==> src/rtl/isr_tracker.sv <==
// Z80 instruction-boundary tracker: synchronizes the raw bus strobes, decodes
// prefix sequences from completed M1 fetches, and reports untrap/trap counts.
module isr_tracker (
    input  logic       clk,
    input  logic       rst,
    input  logic       m1_n,
    input  logic       mreq_n,
    input  logic       rd_n,
    input  logic       iorq_n,
    input  logic [7:0] data,
    input  logic       trap_state,
    input  logic       virtual_enabled,
    output logic       new_isr,
    output logic       last_isr_untrap,
    output logic [7:0] trap_icount,
    output logic       fetch_done
);

    typedef enum logic [2:0] {
        S_NEW,
        S_ED,
        S_IDX,
        S_IDXCB,
        S_CB
    } state_t;

    localparam logic [7:0] OP_CB   = 8'hCB;
    localparam logic [7:0] OP_DD   = 8'hDD;
    localparam logic [7:0] OP_ED   = 8'hED;
    localparam logic [7:0] OP_FD   = 8'hFD;
    localparam logic [7:0] OP_RETN = 8'h45;

    logic [1:0] r_m1_sync;
    logic [1:0] r_mreq_sync;
    logic [1:0] r_rd_sync;
    logic [1:0] r_iorq_sync;
    logic [1:0] r_warm;
    logic       r_m1_prev;
    logic       r_fetch_seen;
    logic [7:0] r_op_latch;
    state_t     r_state;

    logic       w_m1s;
    logic       w_mreqs;
    logic       w_rds;
    logic       w_iorqs;
    logic       w_ready;
    logic       w_fetch_active;
    logic       w_fetch_end;
    state_t     w_next_state;
    logic       w_complete;
    logic       w_untrap_hit;

    // Synchronizers reset to the idle (high) bus level.
    always_ff @(posedge clk or posedge rst) begin
        if (rst) begin
            r_m1_sync   <= '1;
            r_mreq_sync <= '1;
            r_rd_sync   <= '1;
            r_iorq_sync <= '1;
        end else begin
            r_m1_sync   <= {r_m1_sync[0], m1_n};
            r_mreq_sync <= {r_mreq_sync[0], mreq_n};
            r_rd_sync   <= {r_rd_sync[0], rd_n};
            r_iorq_sync <= {r_iorq_sync[0], iorq_n};
        end
    end

    assign w_m1s   = r_m1_sync[1];
    assign w_mreqs = r_mreq_sync[1];
    assign w_rds   = r_rd_sync[1];
    assign w_iorqs = r_iorq_sync[1];

    // Hold off until the synchronizers have carried real bus values through.
    always_ff @(posedge clk or posedge rst) begin
        if (rst) begin
            r_warm <= '0;
        end else if (r_warm != 2'd2) begin
            r_warm <= r_warm + 2'd1;
        end
    end

    assign w_ready        = (r_warm == 2'd2);
    assign w_fetch_active = w_ready & ~w_m1s & ~w_mreqs & ~w_rds & w_iorqs;
    assign w_fetch_end    = w_ready & ~r_m1_prev & w_m1s & r_fetch_seen;

    always_ff @(posedge clk or posedge rst) begin
        if (rst) begin
            r_m1_prev    <= 1'b1;
            r_fetch_seen <= 1'b0;
            r_op_latch   <= '0;
        end else begin
            r_m1_prev <= w_m1s;
            if (w_fetch_end) begin
                r_fetch_seen <= 1'b0;
            end else if (w_fetch_active) begin
                r_fetch_seen <= 1'b1;
            end
            if (w_fetch_active) begin
                r_op_latch <= data;
            end
        end
    end

    always_ff @(posedge clk or posedge rst) begin
        if (rst) begin
            r_state <= S_NEW;
        end else begin
            r_state <= w_next_state;
        end
    end

    always_comb begin
        w_next_state = r_state;
        w_complete   = 1'b0;
        w_untrap_hit = 1'b0;
        if (w_fetch_end) begin
            case (r_state)
                S_NEW: begin
                    if (r_op_latch == OP_ED) begin
                        w_next_state = S_ED;
                    end else if (r_op_latch == OP_DD || r_op_latch == OP_FD) begin
                        w_next_state = S_IDX;
                    end else if (r_op_latch == OP_CB) begin
                        w_next_state = S_CB;
                    end else begin
                        w_next_state = S_NEW;
                        w_complete   = 1'b1;
                    end
                end
                S_IDX: begin
                    if (r_op_latch == OP_DD || r_op_latch == OP_FD) begin
                        w_next_state = S_IDX;
                    end else if (r_op_latch == OP_CB) begin
                        w_next_state = S_IDXCB;
                    end else if (r_op_latch == OP_ED) begin
                        w_next_state = S_ED;
                    end else begin
                        w_next_state = S_NEW;
                        w_complete   = 1'b1;
                    end
                end
                // ED followed by a DD/FD byte is an ED-prefixed NOP, so any byte completes.
                S_ED: begin
                    w_next_state = S_NEW;
                    w_complete   = 1'b1;
                    w_untrap_hit = (r_op_latch == OP_RETN);
                end
                S_IDXCB, S_CB: begin
                    w_next_state = S_NEW;
                    w_complete   = 1'b1;
                end
                default: begin
                    w_next_state = S_NEW;
                end
            endcase
        end
    end

    always_ff @(posedge clk or posedge rst) begin
        if (rst) begin
            new_isr         <= 1'b1;
            last_isr_untrap <= 1'b0;
            trap_icount     <= '0;
            fetch_done      <= 1'b0;
        end else begin
            fetch_done <= w_fetch_end;
            new_isr    <= (w_next_state == S_NEW);
            if (w_complete) begin
                last_isr_untrap <= w_untrap_hit & trap_state & virtual_enabled;
            end
            if (!trap_state) begin
                trap_icount <= '0;
            end else if (w_complete && trap_icount != 8'hFF) begin
                trap_icount <= trap_icount + 8'd1;
            end
        end
    end

endmodule
==> config.mk <==
export PLATFORM = sky130hd
export DESIGN_NAME = isr_tracker
export DESIGN_NICKNAME = d
export VERILOG_FILES = /design/src/rtl/isr_tracker.sv
export SDC_FILE = /design/constraint.sdc
export NUM_CORES = 1
export LEC_CHECK = 0
export CORE_MARGIN = 2
export CORE_UTILIZATION = 46
export CTS_CLUSTER_SIZE = 10
export DETAILED_ROUTE_END_ITERATION = 7
export GPL_TIMING_DRIVEN = 1
export PLACE_DENSITY = 0.83
export SLEW_MARGIN = 5
export SYNTH_ARGS = -nofsm -noshare
export SYNTH_HDL_FRONTEND = slang
export SYNTH_SLANG_ARGS = --single-unit
==> constraint.sdc <==
create_clock -name clk -period 1.6 [get_ports clk]
set_input_delay 0.4 -clock clk [delete_from_list [all_inputs] [get_ports clk]]
set_output_delay 0.4 -clock clk [all_outputs]
set_load 0.05 [all_outputs]
* Word-level counts from Yosys, hierarchy flattened *
Cells that the tools add are included.

storage, ports and cells
  flip-flop bits (word level) = 34
  input bits = 16
  output and inout port bits = 11
  logic and storage cells = 69

operators by class
  add/subtract/negate cells = 2
  eq/ne operators = 13
  mux-type cells = 22
  bitwise operators = 13
  reductions and logical operators = 6

operators with widths
  kind                                                                      count
  8-bit equality test (second input constant)                               4
  8-bit 2-to-1 mux                                                          2
  1-bit 2-to-1 mux                                                          12
  3-bit 2-to-1 mux                                                          4
  1-bit bitwise AND                                                         9
  8-bit by 1-bit adder with 8-bit output (second input constant)            1
  8-bit by 7-bit equality test with 1-bit output (second input constant)    1
  8-bit inequality test (second input constant)                             1
  3-bit by 2-bit equality test with 1-bit output (second input constant)    2
  3-bit zero test                                                           2
  3-bit one-hot mux with 2 select lines                                     1
  2-bit 2-to-1 mux                                                          2
  1-bit inverter                                                            4
  3-bit by 1-bit equality test with 1-bit output (second input constant)    1
  3-bit equality test (second input constant)                               1
  1-bit one-hot mux with 3 select lines                                     1
  3-bit OR reduction                                                        1
  2-bit by 1-bit adder with 2-bit output (second input constant)            1
  2-bit equality test (second input constant)                               1
  2-bit by 1-bit inequality test with 1-bit output (second input constant)  1
  2-bit inequality test (second input constant)                             1
  2-bit nonzero test                                                        1
  1-bit logical AND                                                         1
  1-bit logical OR                                                          1

* Depth between registers and ports, before layout *
Gate-level depths: netlist of the first run.

  depth after elaboration = 9
  depth in mapped cells = 9

* Least setup slack after synthesis of the first run *
No wires, ideal clock.

  path type = register to register
  start = register trap_icount[0]
  end = register trap_icount[7]
  setup time = 77 ps
  data arrival time = 1840 ps
  setup slack = -317 ps
  cell stages (with the launch flop) = 8
  path buffers = 1
  clock period less this slack = 1917 ps
  path through = dfrtp_1 > ha_1 > nand3_1 > o311ai_1 > a21oi_2 > buf_6 > a21o_1 > a21oi_1

on the way
  word-level cells in the longest chain between the ends = 3

RTL lines
  element                                                                                      line      text
  start: declaration                                                                           15        output logic [7:0] trap_icount,
  start signal: assignment                                                                     175       trap_icount <= trap_icount + 8'd1;
  8-bit by 1-bit adder with 8-bit output / 8-bit inequality test (equally long branches)       175, 174
  8-bit 2-to-1 mux / 1-bit logical AND (equally long branches)                                 174       end else if (w_complete && trap_icount != 8'hFF) begin
  8-bit 2-to-1 mux / 2-bit by 1-bit inequality test with 1-bit output (equally long branches)  n/a

Parallel ways exist; a longest one is shown, timed or not. The select of a mux whose other input is x is not followed.
A chain may end at the register's enable or synchronous reset.

* Final worst setup path of the first run *
  start = register r_op_latch[2]
  end = register last_isr_untrap

on the way
  word-level cells in the longest chain between the ends = 6

RTL lines
  element                                         line      text
  start: declaration                              40        logic [7:0] r_op_latch;
  start signal: assignment                        100       r_op_latch <= data;
  8-bit equality test, on equally long branches   n/a
  1-bit 2-to-1 mux, or another cell as far along  136       end else if (r_op_latch == OP_ED) begin
  1-bit 2-to-1 mux, on equally long branches      134, 122
  1-bit 2-to-1 mux, on equally long branches      132, 120
  1-bit one-hot mux with 3 select lines           118       case (r_state)
  1-bit 2-to-1 mux                                117       if (w_fetch_end) begin
  end signal: assignment                          170       last_isr_untrap <= w_untrap_hit & trap_state & virtual_enabled;
  end: declaration                                14        output logic last_isr_untrap,

Parallel ways exist; a longest one is shown, timed or not.

==> out/qor.csv, run 1 <==
metric;value;unit
outcome;finished, violations left;
failed_checks;setup timing;
routed_wl;3618;um
path_cells;or4b_4 > o21ai_4 > and2_4 > nor2_2 > mux2_4;
finalNonFillerCells;236;
cp_slowest_cell;or4b_4;
gp_congestion;0.8283;
drt_iter0_markers;47;
finalHoldViolCount;0;
antennaDiodeCount;0;
antenna_found_initial;0;
grt_pass1_wl;5547;um
maxSlewHeadroom;71.17;%
placed_cells;218;
dp_hpwl;2405;um
min_period;1.698;ns
end_kind;flop;
vias_per_cell;5.250;
final_core_util;77.72;%
min_path_type;flop to flop;
gr-total-overflow;0;
cp_max_fo;3;
die_area;3725;um^2
p_leak;1.036;nW
antenna_left;0;
irDropWorstVdd;0.0008323;V
synth_fp_nets;143;
syn_to_final_growth;59.87;%
cts_max_path_buffers;2;
htreeDepth;2;
cts_root_buf;clkbuf_4;
power_density;972.7;nW/um^2
die_w;61.04;um
synth_area_per_cell;11.97;um^2
die_h;61.04;um
cpLargestDelayFamily;simple AND/OR/NAND/NOR gates;
rows;20;
cp.arrival;1.93;ns
tightest_slew;0.4279;ns
grt_max_degree;35;
num_vias;1239;
fin_setup_tns;-0.4869;ns
nFillCells;196;
ios;27;
drv_cap;0;
cts_made_buffers;5;
drc;0;
fin_nets;209;
synth-seq-area-share;57.69;%
drt_pre_antenna_iters;5;
synth_flop_cell;dfrtp_1;
drive_above_1_share;52.60;%
required;1.83;ns
clock_latency;0.34;ns
tritoncts;built;
setup_ws;-0.09832;ns
synthDistinctLibCells;36;
grt.total_usage;21.29;%
drv_slew;0;
grt_pass1_vias;1225;
timing.final.crit_share;106.1;%
setup_viol;8;
initial_core_util;48.62;%
worst-path-buf-inv;0;
clkTransAtPathRegs;0.11;ns
fmax;0.5888;GHz
cp-start-kind;flop;
layout_common_cells;31 x buf_4, 18 x dfrtp_1, 15 x clkdlybuf4s50_1;
synthCells;125;
synth_async_sr_flop_share;100.0;%
fin_skew;0.007433;ns
syn-cell-area;1496;um^2
synth-edff-count;0;
synth-warning-count;0;
post_drt_wl_per_cell;15.33;um
cts_hold_buf;0;
worstSetupPathType;flop to flop;
ys_seq_elements;34;
layout_commonest_cell;buf_4;
rsz0062_at_grt;yes;
core-area;3078;um^2
cts.sinks;34;
critical_path.max_stage_delay;0.56;ns
portBuffers;26;
## metrics by stage
step                cell area, um^2  worst slack [ns]  hold WS, ns  power, mW
floorplan                      1541          -0.01105       0.3452      1.243
global placement               2148           -0.1572       0.3459      1.418
detailed placement             2148           -0.2061       0.3484      1.444
CTS                            2301          -0.08249       0.3645      2.285
global route                   2392           -0.1572       0.3670      2.421
finish                         2392          -0.09832       0.3642      2.327
## sequential cells by signal, indices dropped and copies added (netlist names)
name	cells
r_m1_sync	2
r_iorq_sync	2
r_mreq_sync	2
r_op_latch	8
r_warm	2
last_isr_untrap	1
r_state	3
trap_icount	8
r_fetch_seen	1
new_isr	1
r_rd_sync	2
r_m1_prev	1
fetch_done	1
## cell type report
type	instances	area (um^2)	area share [%]
repair buffers	59	634.4	26.52
flip-flops and latches	34	870.8	36.40
multi-input cells	81	688.2	28.77
well taps	44	55.05	2.301
inverters	10	37.54	1.569
clock buffers	5	37.54	1.569
clock inverters	3	68.82	2.877
## power breakdown
part | switching, mW | internal [mW] | leakage (nW)
logic | 0.244 | 0.268 | 0.576
clock network | 0.312 | 0.489 | 0.0554
registers | 0.0622 | 0.952 | 0.404
## kinds of logic after synthesis
kind of cell | Yosys count | synth area share [%]
AO/OA/AOI/OAI | 23 | 10.03
XOR/XNOR | 2 | 1.171
adder cells (fa/ha/maj) | 2 | 1.672
buffers and inverters | 11 | 3.260
flip-flops | 34 | 57.69
multiplexers | 11 | 8.361
AND/OR/NAND/NOR | 42 | 17.81
## metal layers
metal  global-route usage, %  share of wire, %  up-vias
met5                       0                 0        -
met4                   8.696               1.8        0
met3                   6.513               4.8        7
met2                   34.80                51       45
met1                   26.34                42      608
li1                        -                 -      579
## worst paths after layout
path                                    start               to  slack [ns]  cells past startpoint
worst max-delay path            r_op_latch[2]  last_isr_untrap        -0.1                      5
worst min-delay path             r_m1_sync[0]     r_m1_sync[1]        0.36                      0
worst max register to register  r_op_latch[2]  last_isr_untrap        -0.1                      5
worst min register to register   r_m1_sync[0]     r_m1_sync[1]        0.36                      0
max in group asynchronous                 rst          new_isr        0.96                      3
min in group asynchronous                 rst   trap_icount[7]        0.38                      3
## synthesized netlist by cell type (2+ instances only)
master / instances / share of area (%)
mux2_2: 8 / 6.0
nor4_1: 2 / 0.84
dfstp_2: 10 / 18
or4_1: 2 / 1.0
ha_1: 2 / 1.7
inv_1: 9 / 2.3
nand2_1: 8 / 2.0
nand2b_1: 2 / 0.84
nand3_1: 9 / 3.0
a21o_1: 5 / 2.5
a21oi_1: 6 / 2.0
dfrtp_1: 24 / 40
xnor2_1: 2 / 1.2
o21ai_0: 6 / 2.0
nor2_1: 8 / 2.0
mux2i_1: 2 / 1.3
## what timing repair did
action,4_1_cts,5_1_grt
setup endpoints to repair,9,11
cloned,0,1
buffers inserted,3,6
pin swaps,2,3
resized for setup,6,9
Note: power is estimated with default switching activity, not from simulation.
==> run 2, diff against run 1 <==
--- a/config.mk
+++ b/config.mk
@@ -5,12 +5,11 @@
 export SDC_FILE = /design/constraint.sdc
 export NUM_CORES = 1
 export LEC_CHECK = 0
-export CORE_MARGIN = 2
-export CORE_UTILIZATION = 46
+export CORE_UTILIZATION = 41
 export CTS_CLUSTER_SIZE = 10
 export DETAILED_ROUTE_END_ITERATION = 7
 export GPL_TIMING_DRIVEN = 1
-export PLACE_DENSITY = 0.83
+export PLACE_DENSITY = 0.76
 export SLEW_MARGIN = 5
 export SYNTH_ARGS = -nofsm -noshare
 export SYNTH_HDL_FRONTEND = slang
==> run 2 against run 1 <==
  * The flow still finishes with violations (setup timing)
  * Clock skew increased by 0.0061 ns
  * Non-clock buffer count fell by 10
  * Sequential cell count unchanged
  * Clock power down 39%
  * Core utilization decreased by 12 points
  * Sequential power about the same
  * Fmax increased by 1.2%
  * Critical path depth stayed put
  * Setup slack better by 0.019 ns
  * Largest cell class unchanged
==> out/qor.csv, run 2 (synthesized netlist as in run 1, its figures left out) <==
metric;value;unit;change
antenna_found_initial;0;;unchanged
htreeDepth;2;;unchanged
nFillCells;246;;was 196
min_period;1.679;ns;was 1.698 ns
clkTransAtPathRegs;0.10;ns;was 0.11 ns
cp.arrival;1.90;ns;was 1.93 ns
p_comb_share;24.9;%;was 22.0%
timing.final.crit_share;104.9;%;was 106.1%
cts.sinks;34;;unchanged
layout_commonest_cell;buf_4;;unchanged
grt_pass1_vias;1279;;was 1225
fmax;0.5957;GHz;was 0.5888 GHz
rows;21;;was 20
gr-total-overflow;0;;unchanged
r2r_setup_slack;-0.08;ns;was -0.1 ns
worstSetupPathType;flop to flop;;unchanged
fin_skew;0.01357;ns;was 0.007433 ns
clock_power_share;24.6;%;was 34.4%
clock_latency;0.34;ns;about the same
drive_above_1_share;48.07;%;was 52.60%
die_w;62.42;um;was 61.04 um
min_path_type;flop to flop;;unchanged
place_area;2133;um^2;was 2148 um^2
switching_share;28.43;%;was 26.57%
cts_hold_buf;0;;unchanged
setup_ws;-0.07883;ns;was -0.09832 ns
die_h;62.42;um;was 61.04 um
tritoncts;built;;unchanged
placed_cells;216;;was 218
required;1.82;ns;was 1.83 ns
cp_max_fo;2;;was 3
drt_pre_antenna_iters;4;;was 5
antenna_left;0;;unchanged
drc;0;;unchanged
intPower;1.427;mW;was 1.709 mW
fin_setup_tns;-0.2430;ns;was -0.4869 ns
layout_common_cells;21 x buf_4, 18 x dfrtp_1, 15 x clkdlybuf4s50_1;;was 31 x buf_4, 18 x dfrtp_1, 15 x clkdlybuf4s50_1
syn_to_final_growth;50.75;%;was 59.87%
p_sw;566.7;uW;was 618.4 uW
die_area;3896;um^2;was 3725 um^2
cp-start-kind;flop;;unchanged
seqPwrFrac;50.5;%;was 43.6%
stdcell_area;2256;um^2;was 2392 um^2
gp_congestion;0.9442;;was 0.8283
tightest_slew;0.3366;ns;was 0.4279 ns
finalHoldViolCount;0;;unchanged
setup_viol;7;;was 8
grt_pass1_wl;5644;um;was 5547 um
post_drt_wl_per_cell;14.78;um;was 15.33 um
end_kind;flop;;unchanged
cts_max_path_buffers;2;;unchanged
p_leak;0.9570;nW;was 1.036 nW
fin_nets;198;;was 209
whs;0.3636;ns;was 0.3642 ns
initial_core_util;43.81;%;was 48.62%
portBuffers;26;;unchanged
num_vias;1182;;was 1239
dp_hpwl;2411;um;was 2405 um
grt_max_degree;35;;unchanged
core-area;3416;um^2;was 3078 um^2
finalNonFillerCells;227;;was 236
drv_slew;0;;unchanged
largest_registers;r_op_latch x8, trap_icount x8, r_state x3;;unchanged
routed_wl;3354;um;was 3618 um
maxSlewHeadroom;77.32;%;was 71.17%
drv_cap;0;;unchanged
ios;27;;unchanged
outcome;finished, violations left;;unchanged
irDropWorstVdd;0.0007156;V;was 0.0008323 V
dp_worst_setup_slack;-0.1241;ns;was -0.2061 ns
vias_per_cell;5.207;;was 5.250
failed_checks;setup timing;;unchanged
rsz0062_at_grt;yes;;unchanged
drt_iter0_markers;61;;was 47
grt.total_usage;18.74;%;was 21.29%
power_density;883.7;nW/um^2;was 972.7 nW/um^2
cts_root_buf;clkbuf_4;;unchanged
antennaDiodeCount;0;;unchanged
cts_made_buffers;5;;unchanged
## run 2: cell types whose count changed in the layout (fill, tap and decap cells not counted), sizes merged
| cell | delta |
|---|---|
| clkbuf | +2 |
| a21oi | -1 |
| bufinv | -2 |
| buf | -10 |
## run 2: through the flow
step	utilization, %	power, mW
2_1_floorplan	-	1.243
3_3_place_gp	62.45	1.461
3_5_place_dp	62.45	1.479
4_1_cts	64.91	1.992
5_1_grt	66.04	2.094
6_report	66.04	1.994
## run 2: timing repair
item                       in CTS  in global routing
gates resized for setup         6                  4
pin swaps                       2                  2
hold endpoints to repair        0                  0
setup endpoints to repair       7                 11
setup buffers                   0                  3
## run 2: critical path: stages, from the launching register on
cell     delay, ns
dfrtp_1       0.40
or4b_4        0.57
o21ai_4       0.10
and2_4        0.17
nor2_2        0.05
mux2_4        0.28
## run 2: final cells by class
type	instances	area (um^2)	share of cell area, %
multi-input cells	80	661.9	29.34
clock inverters	1	5.005	0.2219
clock buffers	7	55.05	2.440
well taps	46	57.56	2.551
repair buffers	49	568.0	25.18
flip-flops and latches	34	870.8	38.60
inverters	10	37.54	1.664
## run 2: metal layers
| layer | vias to the layer above | share of wire (%) | GRT usage [%] |
|---|---|---|---|
| met3 | 11 | 4.9 | 6.387 |
| met1 | 583 | 43 | 22.87 |
| met2 | 35 | 50 | 30.98 |
| met5 | - | 0 | 0 |
| met4 | 0 | 2.2 | 6.105 |
| li1 | 553 | - | - |
## run 2: path summary, 6_finish.rpt
check / from / endpoint / cells past startpoint
hold / removal: r_rd_sync[0] / r_rd_sync[1] / 0
hold reg to reg: r_rd_sync[0] / r_rd_sync[1] / 0
setup / recovery: r_op_latch[2] / last_isr_untrap / 5
setup reg to reg: r_op_latch[2] / last_isr_untrap / 5
max in group asynchronous: rst / r_mreq_sync[0] / 3
min in group asynchronous: rst / trap_icount[0] / 3
## run 2: power by group through the flow
stage | Combinational, mW | Sequential [mW] | Clock (mW)
2_1_floorplan | 0.178 | 1.06 | 0
3_3_place_gp | 0.444 | 1.02 | 0
4_1_cts | 0.478 | 1.01 | 0.507
5_1_grt | 0.531 | 1.02 | 0.546
6_report | 0.497 | 1.01 | 0.490
3_5_place_dp | 0.457 | 1.02 | 0
==> run 3, diff against run 2 <==
--- a/config.mk
+++ b/config.mk
@@ -10,7 +10,6 @@
 export DETAILED_ROUTE_END_ITERATION = 7
 export GPL_TIMING_DRIVEN = 1
 export PLACE_DENSITY = 0.76
-export SLEW_MARGIN = 5
 export SYNTH_ARGS = -nofsm -noshare
 export SYNTH_HDL_FRONTEND = slang
 export SYNTH_SLANG_ARGS = --single-unit
==> results of run 3 <==
Final layout, timing and power as in run 2 (identical DEF).
==> patch (config.mk and constraints of run 2) <==
Add an input register stage for `trap_state`; this delays it by one clock. The other inputs are not delayed to match.
--- a/src/rtl/isr_tracker.sv
+++ b/src/rtl/isr_tracker.sv
@@ -29,6 +29,12 @@
     localparam logic [7:0] OP_ED   = 8'hED;
     localparam logic [7:0] OP_FD   = 8'hFD;
     localparam logic [7:0] OP_RETN = 8'h45;
+
+    logic trap_state_q;
+
+    always_ff @(posedge clk) begin
+        trap_state_q <= trap_state;
+    end
 
     logic [1:0] r_m1_sync;
     logic [1:0] r_mreq_sync;
@@ -167,9 +173,9 @@
             fetch_done <= w_fetch_end;
             new_isr    <= (w_next_state == S_NEW);
             if (w_complete) begin
-                last_isr_untrap <= w_untrap_hit & trap_state & virtual_enabled;
+                last_isr_untrap <= w_untrap_hit & trap_state_q & virtual_enabled;
             end
-            if (!trap_state) begin
+            if (!trap_state_q) begin
                 trap_icount <= '0;
             end else if (w_complete && trap_icount != 8'hFF) begin
                 trap_icount <= trap_icount + 8'd1;
Behaviour: not the same (a bounded check fails within 10 cycles, from zero or initial values and one cycle with rst high).
==> patch against run 2 <==
Power is 13% higher. Hold slack worse by 2.1 ps. Cell count is 2.6% higher. The flow still finishes with violations (setup timing). Sequential cell count is 1 higher. Setup slack worse by 140 ps. Count of clock-buffer cells in the layout is 1 lower. Largest cell class unchanged. First-iteration DRC count is 34% higher. Highest routed layer unchanged. Area after synthesis is 0.42% lower. Combinational power is 14% lower. Largest power group unchanged. Final area is 4.9% higher. Wire length is 6.6% higher. Clock power is 61% higher. Synthesized cell count is 4.8% lower.
==> patch: results (changes against run 2) <==
Cells and area:
- The number of standard cells in the layout, taps in and fillers out is 233 (+2.6%).
- The number of multi-input logic gates came to 78 (-2.5%).
- The layout sequential cell count came to 35 (+2.9%).
- The area of the multi-input gates is 651 um^2 (-1.7%).
- The count of non-CTS buffers in the layout is 60 (+22%).
- The proportion of layout cells with a drive suffix above 1 came to 0.503 (+0.0220).
- The layout clock buffer count came to 6 (-1).
- The fraction of area in clock buffers and inverters is 0.0428 (+0.0162).
- The combined flip-flop and latch cell area was 890 um^2 (+2.2%).
- The final core utilization is 0.693 (+0.0326).
- The relative area of non-clock buffer cells in the final design is 0.273 (+0.0209).
- The number of nets at the end of the flow is 204 (+3.0%).
- The count of filler cells inserted in the layout is 244 (-0.81%).

Outcome:
- The final reports fail on setup timing.
- The flow ran to the end, but the final reports show violations.

Routing:
- The total wire length came to 3.58 mm (+6.6%).
- The detail-routed via count per cell was 5.39 (+3.4%).
- The violation count after the first detailed-routing iteration is 82 (+34%).

Timing:
- The post-layout worst setup margin is -220 ps (-142 ps).
- The final number of setup-violating endpoints is 11 (+4).
- The final clock skew is 8.67 ps (-4.90 ps).
- The actual transition at the worst max-transition pin is 410 ps (+73.2 ps).

Worst setup path:
- The largest driver fanout on the critical path is 8 (+6).
- The worst stage delay on the critical path is 400 ps (-170 ps).
- The arrival time of data at the critical path endpoint is 2060 ps (+160 ps).
- The critical path starts at r_op_latch[1].

Clock network:
- The number of buffers inserted by post-CTS setup repair is 7 (+7).
- The number of gates given a new drive strength after cts is 6 (unchanged).

Power:
- The leakage power of the design is 0.981 nW (+2.5%).
- The register share of total power is 0.459 (-0.046).
- The power density normalized to cell area is 948 mW/mm^2 (+7.2%).

GRT:
- The total routing resource utilization after global routing is 0.198 (+0.0106).
- The global-route wire length before repair is 5.94 mm (+5.2%).
- The number of global-route vias before repair came to 1311 (+2.5%).

Synthesis:
- The count of distinct cell types in the synthesized netlist is 33 (-8.3%).
- The fraction of the mapped netlist area in adder cells is 0.0168 (+0.0000702).
- By area the synthesized netlist is led by sky130_fd_sc_hd__dfrtp_1 40%, sky130_fd_sc_hd__dfstp_2 18%, sky130_fd_sc_hd__mux2_2 7.6%, sky130_fd_sc_hd__a21oi_1 2.7%, sky130_fd_sc_hd__or4_1 2.5%.
- The share of async-settable or async-resettable flops after synthesis is 0.971 (-0.0286).
- The complex-gate fraction of the synthesized area is 0.108 (+0.00798).
- The mean area per synthesized cell came to 12.5 um^2 (+4.6%).
- The post-synth net total is 137 (-4.2%).

Placed design:
- The routability congestion estimate from global placement is 0.826 (-13%).
- The instance count after placement with tap cells included came to 215 (-0.46%).
- The detailed-placement wirelength estimate came to 2.39 mm (-0.88%).
[patch: worst register-to-register path: stages, from the launching register on]
cell	delay, ps
sky130_fd_sc_hd__dfrtp_1	400
sky130_fd_sc_hd__buf_4	140
sky130_fd_sc_hd__nand4b_1	250
sky130_fd_sc_hd__nor4_1	340
sky130_fd_sc_hd__nand4b_4	250
sky130_fd_sc_hd__buf_4	140
sky130_fd_sc_hd__nor3b_1	40
sky130_fd_sc_hd__o21a_1	170
[patch: metal layers]
layer	vias to the layer above	wire [um]	GRT usage
li1	588	-	-
met1	612	1410	0.211
met2	43	1930	0.371
met3	12	153	0.0607
met4	0	85	0.0581
met5	-	0	0
[patch: final timing paths]
path / slack [ps] / depth (start not counted) / end
worst max-delay path: -220 / 7 / trap_icount[1]
worst min-delay path: 360 / 0 / r_rd_sync[1]
worst max register to register: -220 / 7 / trap_icount[1]
worst min register to register: 360 / 0 / r_rd_sync[1]
max in group asynchronous: 950 / 3 / r_rd_sync[1]
min in group asynchronous: 390 / 3 / trap_icount[7]
